### config.mk
export PLATFORM = sky130hd
export DESIGN_NAME = pingpong_banked
export DESIGN_NICKNAME = d
export VERILOG_FILES = /design/src/rtl/pingpong_banked_pkg.sv /design/src/rtl/pingpong_bank.sv /design/src/rtl/pingpong_banked.sv
export SDC_FILE = /design/constraint.sdc
export NUM_CORES = 1
export LEC_CHECK = 0
export CAP_MARGIN = 20
export CORE_MARGIN = 2
export CORE_UTILIZATION = 60
export DETAILED_ROUTE_END_ITERATION = 10
export DONT_BUFFER_PORTS = 1
export GPL_ROUTABILITY_DRIVEN = 0
export PLACE_DENSITY_LB_ADDON = 0.08
export SLEW_MARGIN = 20
export SYNTH_ARGS = -nofsm -noshare
export SYNTH_HDL_FRONTEND = slang
export SYNTH_SLANG_ARGS = --single-unit
### constraint.sdc
create_clock -name clk -period 2.6 [get_ports clk]
set_clock_uncertainty 0.05 [all_clocks]
set_input_delay 0 -clock clk [delete_from_list [all_inputs] [get_ports clk]]
set_output_delay 0 -clock clk [all_outputs]
set_load 0.02 [all_outputs]
### src/rtl/pingpong_banked_pkg.sv
`default_nettype none
// +--------------------------------------------------------------------+
// | pingpong_banked_pkg : index/count width helpers for the bank buffer |
// | Rev 1.0                                                            |
// +--------------------------------------------------------------------+
package pingpong_banked_pkg;

   // Index width into n entries; never narrower than one bit.
   function automatic int idx_wd(input int n);
      return (n > 1) ? $clog2(n) : 1;
   endfunction

   // Width able to hold the values 0..n inclusive.
   function automatic int cnt_wd(input int n);
      return $clog2(n + 1);
   endfunction

endpackage
`default_nettype wire

### src/rtl/pingpong_bank.sv
`default_nettype none
// +--------------------------------------------------------------------+
// | pingpong_bank : one bank of storage with its commit flag and length |
// | Rev 1.0                                                            |
// +--------------------------------------------------------------------+
module pingpong_bank
   import pingpong_banked_pkg::*;
#(
   parameter  int BANK_DEPTH = 4,
   parameter  int DATA_WD    = 8,
   localparam int IDX_WD     = idx_wd(BANK_DEPTH)
)(
   input  logic               clk,
   input  logic               rstn,
   input  logic               i_wr_en,
   input  logic [IDX_WD-1:0]  i_wr_idx,
   input  logic [DATA_WD-1:0] i_wr_data,
   input  logic               i_commit,
   input  logic               i_release,
   input  logic [IDX_WD-1:0]  i_rd_idx,
   output logic [DATA_WD-1:0] o_rd_data,
   output logic               o_committed,
   output logic [IDX_WD-1:0]  o_last_idx
);

   logic [DATA_WD-1:0] r_mem [BANK_DEPTH];
   logic               r_committed;
   logic [IDX_WD-1:0]  r_last_idx;

   always_ff @(posedge clk) begin
      if (i_wr_en)
         r_mem[i_wr_idx] <= i_wr_data;
   end

   // The committing write is the last word, so its index is the stored length-1.
   always_ff @(posedge clk or negedge rstn) begin
      if (!rstn) begin
         r_committed <= 1'b0;
         r_last_idx  <= '0;
      end else if (i_commit) begin
         r_committed <= 1'b1;
         r_last_idx  <= i_wr_idx;
      end else if (i_release) begin
         r_committed <= 1'b0;
      end
   end

   assign o_rd_data   = r_mem[i_rd_idx];
   assign o_committed = r_committed;
   assign o_last_idx  = r_last_idx;

endmodule
`default_nettype wire

### src/rtl/pingpong_banked.sv
`default_nettype none
// +--------------------------------------------------------------------+
// | pingpong_banked : N-bank ping-pong buffer, drained in commit order  |
// | Rev 1.0                                                            |
// +--------------------------------------------------------------------+
module pingpong_banked
   import pingpong_banked_pkg::*;
#(
   parameter  int BANK_NUM   = 2,
   parameter  int BANK_DEPTH = 4,
   parameter  int DATA_WD    = 8,
   localparam int CNT_WD     = cnt_wd(BANK_NUM)
)(
   input  logic               clk,
   input  logic               rstn,
   input  logic               valid_in,
   input  logic [DATA_WD-1:0] data_in,
   input  logic               last_in,
   output logic               ready_in,
   output logic               valid_out,
   output logic [DATA_WD-1:0] data_out,
   output logic               last_out,
   input  logic               ready_out,
   output logic [CNT_WD-1:0]  bank_cnt
);

   localparam int PTR_WD = idx_wd(BANK_NUM);
   localparam int IDX_WD = idx_wd(BANK_DEPTH);

   logic [PTR_WD-1:0] r_wptr;
   logic [IDX_WD-1:0] r_widx;
   logic [PTR_WD-1:0] r_rptr;
   logic [IDX_WD-1:0] r_ridx;
   logic [CNT_WD-1:0] r_bank_cnt;

   logic               w_committed [BANK_NUM];
   logic [DATA_WD-1:0] w_rd_data   [BANK_NUM];
   logic [IDX_WD-1:0]  w_last_idx  [BANK_NUM];

   logic w_wr_fire;
   logic w_rd_fire;
   logic w_commit;
   logic w_release;

   function automatic logic [PTR_WD-1:0] ptr_inc(input logic [PTR_WD-1:0] p);
      return (p == PTR_WD'(BANK_NUM - 1)) ? '0 : p + 1'b1;
   endfunction

   // Readiness comes from registered commit flags only, so a bank freed this
   // cycle is not refilled until the next one.
   assign ready_in  = ~w_committed[r_wptr];
   assign valid_out = w_committed[r_rptr];
   assign last_out  = valid_out && (r_ridx == w_last_idx[r_rptr]);
   assign data_out  = valid_out ? w_rd_data[r_rptr] : '0;
   assign bank_cnt  = r_bank_cnt;

   assign w_wr_fire = valid_in && ready_in;
   assign w_rd_fire = valid_out && ready_out;
   assign w_commit  = w_wr_fire && (last_in || (r_widx == IDX_WD'(BANK_DEPTH - 1)));
   assign w_release = w_rd_fire && last_out;

   always_ff @(posedge clk or negedge rstn) begin
      if (!rstn) begin
         r_wptr     <= '0;
         r_widx     <= '0;
         r_rptr     <= '0;
         r_ridx     <= '0;
         r_bank_cnt <= '0;
      end else begin
         if (w_wr_fire) begin
            if (w_commit) begin
               r_widx <= '0;
               r_wptr <= ptr_inc(r_wptr);
            end else begin
               r_widx <= r_widx + 1'b1;
            end
         end
         if (w_rd_fire) begin
            if (w_release) begin
               r_ridx <= '0;
               r_rptr <= ptr_inc(r_rptr);
            end else begin
               r_ridx <= r_ridx + 1'b1;
            end
         end
         if (w_commit && !w_release)
            r_bank_cnt <= r_bank_cnt + 1'b1;
         else if (w_release && !w_commit)
            r_bank_cnt <= r_bank_cnt - 1'b1;
      end
   end

   for (genvar g = 0; g < BANK_NUM; g++) begin : g_bank
      pingpong_bank #(
         .BANK_DEPTH (BANK_DEPTH),
         .DATA_WD    (DATA_WD)
      ) u_bank (
         .clk         (clk),
         .rstn        (rstn),
         .i_wr_en     (w_wr_fire && (r_wptr == PTR_WD'(g))),
         .i_wr_idx    (r_widx),
         .i_wr_data   (data_in),
         .i_commit    (w_commit && (r_wptr == PTR_WD'(g))),
         .i_release   (w_release && (r_rptr == PTR_WD'(g))),
         .i_rd_idx    (r_ridx),
         .o_rd_data   (w_rd_data[g]),
         .o_committed (w_committed[g]),
         .o_last_idx  (w_last_idx[g])
      );
   end

endmodule
`default_nettype wire

Word-level counts from Yosys, hierarchy flattened --
Memory sizes are Yosys's and may differ from the RTL's. Index checks and enable logic that the tools add are counted.
Word-level totals: memories kept 2, RAM bits 64, word-level logic and storage cells 74, input bits 13, register bits 14
Memories:
- g_bank[0].u_bank.r_mem | words 4, width 8, read ports 1, clocked after Yosys merged registers in 0, wr ports 1, line pingpong_bank.sv:26 | logic [DATA_WD-1:0] r_mem [BANK_DEPTH];
- g_bank[1].u_bank.r_mem | words 4, width 8, read ports 1, clocked after Yosys merged registers in 0, wr ports 1, line pingpong_bank.sv:26
Cells by class: mux-type cells 27, order comparisons 2, eq/ne operators 2, reduce and logical (&&, ||, !) cells 21, bitwise gates (word level) 5, $add $sub $neg 6
Operators with widths (number):
- $mux 8 | 4
- $mux 1 | 16
- $mux 2 | 7
- $logic_and 1x1->1 | 13
- $add 2x1->2 const B | 3
- $reduce_bool 2->1 | 3
- $ge 2x2->1 const B | 2
- $not 1->2 | 2
- $reduce_and 2->1 | 2
- $not 1->1 | 3
- $add 1x1->1 const B | 2
- $eq 2x2->1 | 1
- $eq 2x2->1 const B | 1
- $logic_not 1->1 | 2
- $sub 2x1->2 const B | 1
- $logic_or 1x1->1 | 1

Depth between registers and ports, before layout --
depth after elaboration 11, mapped depth 10, mapped depth without buffers 9

Modules after synthesis --
A second synthesis with hierarchy kept.
Second synthesis, totals: cells, all modules 178, area total of the unflattened synthesis 3201.8 sq um
By module, submodules not included:
- pingpong_bank | cells each 54, area an instance 1296.2 sq um, times used 2
- pingpong_banked | cells each 70, area an instance 609.3 sq um, times used 1

Worst setup path before layout --
Ideal clock, no wire load.
path type reg2reg, start register r_wptr, end register r_bank_cnt[1], in the netlist bank_cnt[1], clock period less this slack 2.046 ns, stages on the path, launching flop included 9, library setup time 0.130 ns, arrival 1.866 ns, slack 0.554 ns, cells stage by stage dfrtp_1 clkbuf_1 mux2i_1 nand2_1 nor2_1 ha_1 xor2_1 nor2_1 xor2_1
On the way: cells in the longest elaborated chain, start to end 10, elaborated cells on any way between the ends 12, those cells by class mux: 4; bitwise: 2; reduce/logical: 6
Ends and longest elaborated chain:
- start: declaration | line pingpong_banked.sv:30 | logic [PTR_WD-1:0] r_wptr;
- start signal: assignment | line pingpong_banked.sv:73 | r_wptr <= ptr_inc(r_wptr);
- $not 1->2 (implied by the code) * | line pingpong_banked.sv:51 | assign ready_in = ~w_committed[r_wptr];
- $mux 1 (implied by the code) * (3 in series) | line pingpong_banked.sv:51
- $not 1->1 * | line pingpong_banked.sv:51
- named net ready_in | line pingpong_banked.sv:19 | output logic ready_in,
- $logic_and 1x1->1 * | line pingpong_banked.sv:57 | assign w_wr_fire = valid_in && ready_in;
- $logic_and 1x1->1 * | line pingpong_banked.sv:59 | assign w_commit = w_wr_fire && (last_in || (r_widx == IDX_WD'(BANK_DEPTH - 1)));
- $logic_not 1->1 | line pingpong_banked.sv:88 | else if (w_release && !w_commit)
- $logic_and 1x1->1 | line pingpong_banked.sv:88
- $reduce_bool 2->1 (no line)
- end signal: assignment | line pingpong_banked.sv:87 | r_bank_cnt <= r_bank_cnt + 1'b1;
- end signal: assignment | line pingpong_banked.sv:89 | r_bank_cnt <= r_bank_cnt - 1'b1;
- end: declaration | line pingpong_banked.sv:34 | logic [CNT_WD-1:0] r_bank_cnt;
Mark *: on every way through the listed nets, which the timed path passes. The rest lies on a longest branch. The select of a mux whose other input is x is not followed. A chain may end at the register's enable or synchronous reset.

Final worst setup path --
start register r_rptr, end register r_bank_cnt[1], in the netlist bank_cnt[1]
On the way: cells in the longest elaborated chain, start to end 10, elaborated cells on any way between the ends 16, those cells by class eq/ne: 1; mux: 7; bitwise: 1; reduce/logical: 7
Ends and longest elaborated chain:
- start: declaration | line pingpong_banked.sv:32 | logic [PTR_WD-1:0] r_rptr;
- start signal: assignment | line pingpong_banked.sv:81 | r_rptr <= ptr_inc(r_rptr);
- $not 1->2 (implied by the code) * | line pingpong_banked.sv:52, pingpong_banked.sv:53
- $mux 2 (implied by the code) (3 in series) | line pingpong_banked.sv:53 | assign last_out = valid_out && (r_ridx == w_last_idx[r_rptr]);
- $eq 2x2->1 | line pingpong_banked.sv:53
- $logic_and 1x1->1 | line pingpong_banked.sv:53
- $logic_and 1x1->1 * | line pingpong_banked.sv:60 | assign w_release = w_rd_fire && last_out;
- $logic_not 1->1 | line pingpong_banked.sv:86 | if (w_commit && !w_release)
- $logic_and 1x1->1 | line pingpong_banked.sv:86
- $mux 2 or $reduce_bool 2->1 (tied branches)
Every way passes the cells marked *; elsewhere a longest branch is shown, timed or not. The select of a mux whose other input is x is not followed.

==> flow_metrics.py <==
metrics = {
    "sta": {
        "slew_headroom_pct": 52.6,
        "finalHoldViolations": 0,
        "finalSetupTns_ns": 0,
        "fin_crit_sh_pct": 87.4,
        "worst_slack_ns": 0.329,
        "period_minus_slack_ns": 2.27,
        "worst_slew_pin_slew_ns": 0.709,
        "rsz0062_at_grt": "no",
        "drv_slew": 0,
        "fmax_ghz": 0.440,
        "setup_viol": 0,
    },
    "layout": {
        "regArea_mm2": 0.00227,
        "fillers": 322,
        "final_util_pct": 72.4,
        "final_common_cell": "edfxtp_1",
        "multiInputGateArea_um2": 940,
        "layout_common_cells": "edfxtp_1, nand2_1, mux4_2, dfrtp_1, buf_4",
        "finalNetCount": 249,
        "drive_gt1_share_pct": 23.8,
        "syn2layout_area_growth_pct": 14.4,
        "final_cells": 305,
        "antennaDiodeCount": 0,
    },
    "synth": {
        "yosysSeqAreaShare_pct": 69.0,
        "synth_cells": 202,
        "yosys.cell_types.count": 29,
        "synth_warnings": 0,
        "syn_nets": 220,
        "synth_area_per_cell_um2": 16.3,
        "syn_area_mm2": 0.00329,
        "ys_ff_latch": 78,
    },
    "grt": {
        "antenna_found_initial": 0,
        "track_usage_pct": 23.3,
        "first_global_vias": 1802,
        "use_met3_pct": 5.29,
        "grtUsageMet1_pct": 32.4,
        "grt_first_pass_wirelength_mm": 10.0,
        "grt_remaining_overflow": 0,
        "grt.busiest_layer": "met2",
        "grt_start_max_net_pins": 20,
        "grtUsageMet2_pct": 35.9,
    },
    "floorplan": {
        "initial_core_util_pct": 63.2,
        "ioPinCount": 26,
        "rows": 26,
        "dieHeight_um": 78.1,
        "fp.coreArea_mm2": 0.00520,
        "dieArea_mm2": 0.00609,
        "die_w_um": 78.1,
    },
    "power": {
        "leakage_nw": 1.32,
        "ir_drop_mv": 0.679,
        "powerDensity_mw_per_mm2": 1060,
    },
    "clock_network": {
        "cts_tree": "done",
        "cts-root-buf": "clkbuf_8",
        "clkLatencyLatePin_ns": 0.34,
        "clkTransAtPathRegs_ns": 0.07,
        "clock_path_buffers": 2,
        "cts_num_sinks": 78,
        "htreeDepth": 3,
        "cts_buffers": 9,
        "cts_setup_buffers": 0,
    },
    "placement": {
        "place_inst": 277,
        "pre_cts_slack_ns": 0.356,
        "io_buffers": 0,
        "hpwl_mm": 3.86,
    },
    "routing": {
        "drt_iter0_markers": 197,
        "via_per_inst": 5.77,
        "routed_wl_mm": 6.22,
        "drt-pass1-iter-count": 4,
        "drc_errors": 0,
        "ant_nets": 0,
        "wl_per_cell_um": 20.4,
        "vias": 1761,
    },
    "setup_path": {
        "crit_path_max_fanout": 7,
        "path_common_cell": "xor2_1",
        "required_ns": 2.82,
        "cpMaxStageDelayCell": "dfrtp_1",
        "cp_cell_sequence": "mux2i_1, or2b_2, a211oi_4, inv_1, ha_1, xor2_1, nor2_1, xor2_1",
        "crit_type": "reg2reg",
        "cpPeakStageDelay_ns": 0.53,
        "arrival_ns": 2.49,
        "startpoint_type": "flip-flop",
        "end_kind": "flip-flop",
    },
    "hold_path": {
        "hold_class": "in2reg",
    },
    "run_status": {
        "status": "finished, final reports clean",
    },
    "job": {
        "cap_violations": 0,
    },
}
==> registers in the layout (all words and copies together), names as in the netlist <==
register                   flops
r_ridx                         2
g_bank.u_bank.o_last_idx       4
r_wptr                         1
g_bank.u_bank.r_mem           64
r_widx                         2
bank_cnt                       2
r_rptr                         1
g_bank.u_bank.o_committed      2
==> final timing paths <==
check	startpoint	to	slack, ns	cells after the start
worst max-delay path	r_rptr	bank_cnt[1]	0.33	8
worst min-delay path	valid_in	g_bank[1].u_bank.r_mem[2][4]	0.05	3
worst max register to register	r_rptr	bank_cnt[1]	0.33	8
worst min register to register	g_bank[0].u_bank.o_last_idx[1]	g_bank[0].u_bank.o_last_idx[1]	0.49	1
max in group asynchronous	rstn	g_bank[0].u_bank.o_last_idx[1]	1.95	1
min in group asynchronous	rstn	r_wptr	0.10	1
==> what timing repair did <==
action | 4_1_cts | 5_1_grt
resized for setup | 0 | 0
endpoints found under the hold margin | 92 | 0
hold buffers | 13 | 0
==> critical path, delay by kind of cell, from the launching register on <==
kind,cells,cell delay [ns]
mux,1,0.26
simple gates,2,0.48
xor+xnor,2,0.29
buf+inv,1,0.08
compound gates,1,0.31
fa+ha+maj,1,0.21
flops,1,0.53
==> synth_stat cells, drive strengths merged <==
| cell type | n | area (um^2) |
|---|---|---|
| a211oi | 2 | 32.5 |
| a21oi | 10 | 50.1 |
| and2 | 1 | 6.26 |
| and3 | 1 | 6.26 |
| buf | 7 | 50.1 |
| clkbuf | 2 | 7.51 |
| dfrtp | 14 | 350 |
| edfxtp | 64 | 1920 |
| ha | 5 | 62.6 |
| inv | 6 | 22.5 |
| mux2 | 5 | 56.3 |
| mux2i | 3 | 33.8 |
| mux4 | 17 | 383 |
| nand2 | 30 | 113 |
| nand2b | 4 | 25.0 |
| nand3 | 1 | 5.00 |
| nand4 | 1 | 6.26 |
| nor2 | 9 | 33.8 |
| nor3 | 5 | 25.0 |
| o21ai | 8 | 40.0 |
| o32ai | 1 | 8.76 |
| or2b | 1 | 8.76 |
| xnor2 | 3 | 26.3 |
| xor2 | 2 | 17.5 |
==> logic make-up (layout without fill, tap and decap cells) <==
kind of cell	count (synthesis)	in the layout	synth area share [%]
flip-flops	78	78	69.0
AND/OR/NAND/NOR	53	53	6.96
multiplexers	25	25	14.4
AO/OA/AOI/OAI	21	21	3.99
buffers and inverters	15	48	2.43
adder cells (fa/ha/maj)	5	5	1.90
XOR/XNOR	5	5	1.33
==> per-stage QoR <==
stage          instance area [um^2]  hold slack (ns)  power, W
2_1_floorplan                  3290           -0.346   0.00276
3_3_place_gp                   3430           -0.345   0.00301
3_5_place_dp                   3430           -0.345   0.00304
4_1_cts                        3770           0.0427   0.00403
5_1_grt                        3770           0.0604   0.00424
6_report                       3770           0.0513   0.00401
==> report_power, final <==
group	switching, W	internal (W)
clock network	0.000425	0.000533
registers	0.000201	0.00153
logic	0.000774	0.000544
==> routing by layer <==
| metal | up-vias | share of wire (%) |
|---|---|---|
| met4 | 0 | 0.47 |
| li1 | 815 | - |
| met3 | 2 | 6.5 |
| met2 | 62 | 49 |
| met1 | 882 | 44 |
| met5 | - | 0 |
==> final cells by class <==
| type | instances | area share (%) |
|---|---|---|
| Clock inverter | 6 | 2.26 |
| Inverter | 6 | 0.598 |
| Tap cell | 70 | 2.33 |
| Multi-Input combinational cell | 109 | 25.0 |
| Timing Repair Buffer | 27 | 6.25 |
| Clock buffer | 9 | 3.29 |
| Sequential cell | 78 | 60.3 |
No activity file was read; power rests on OpenSTA's default activity.
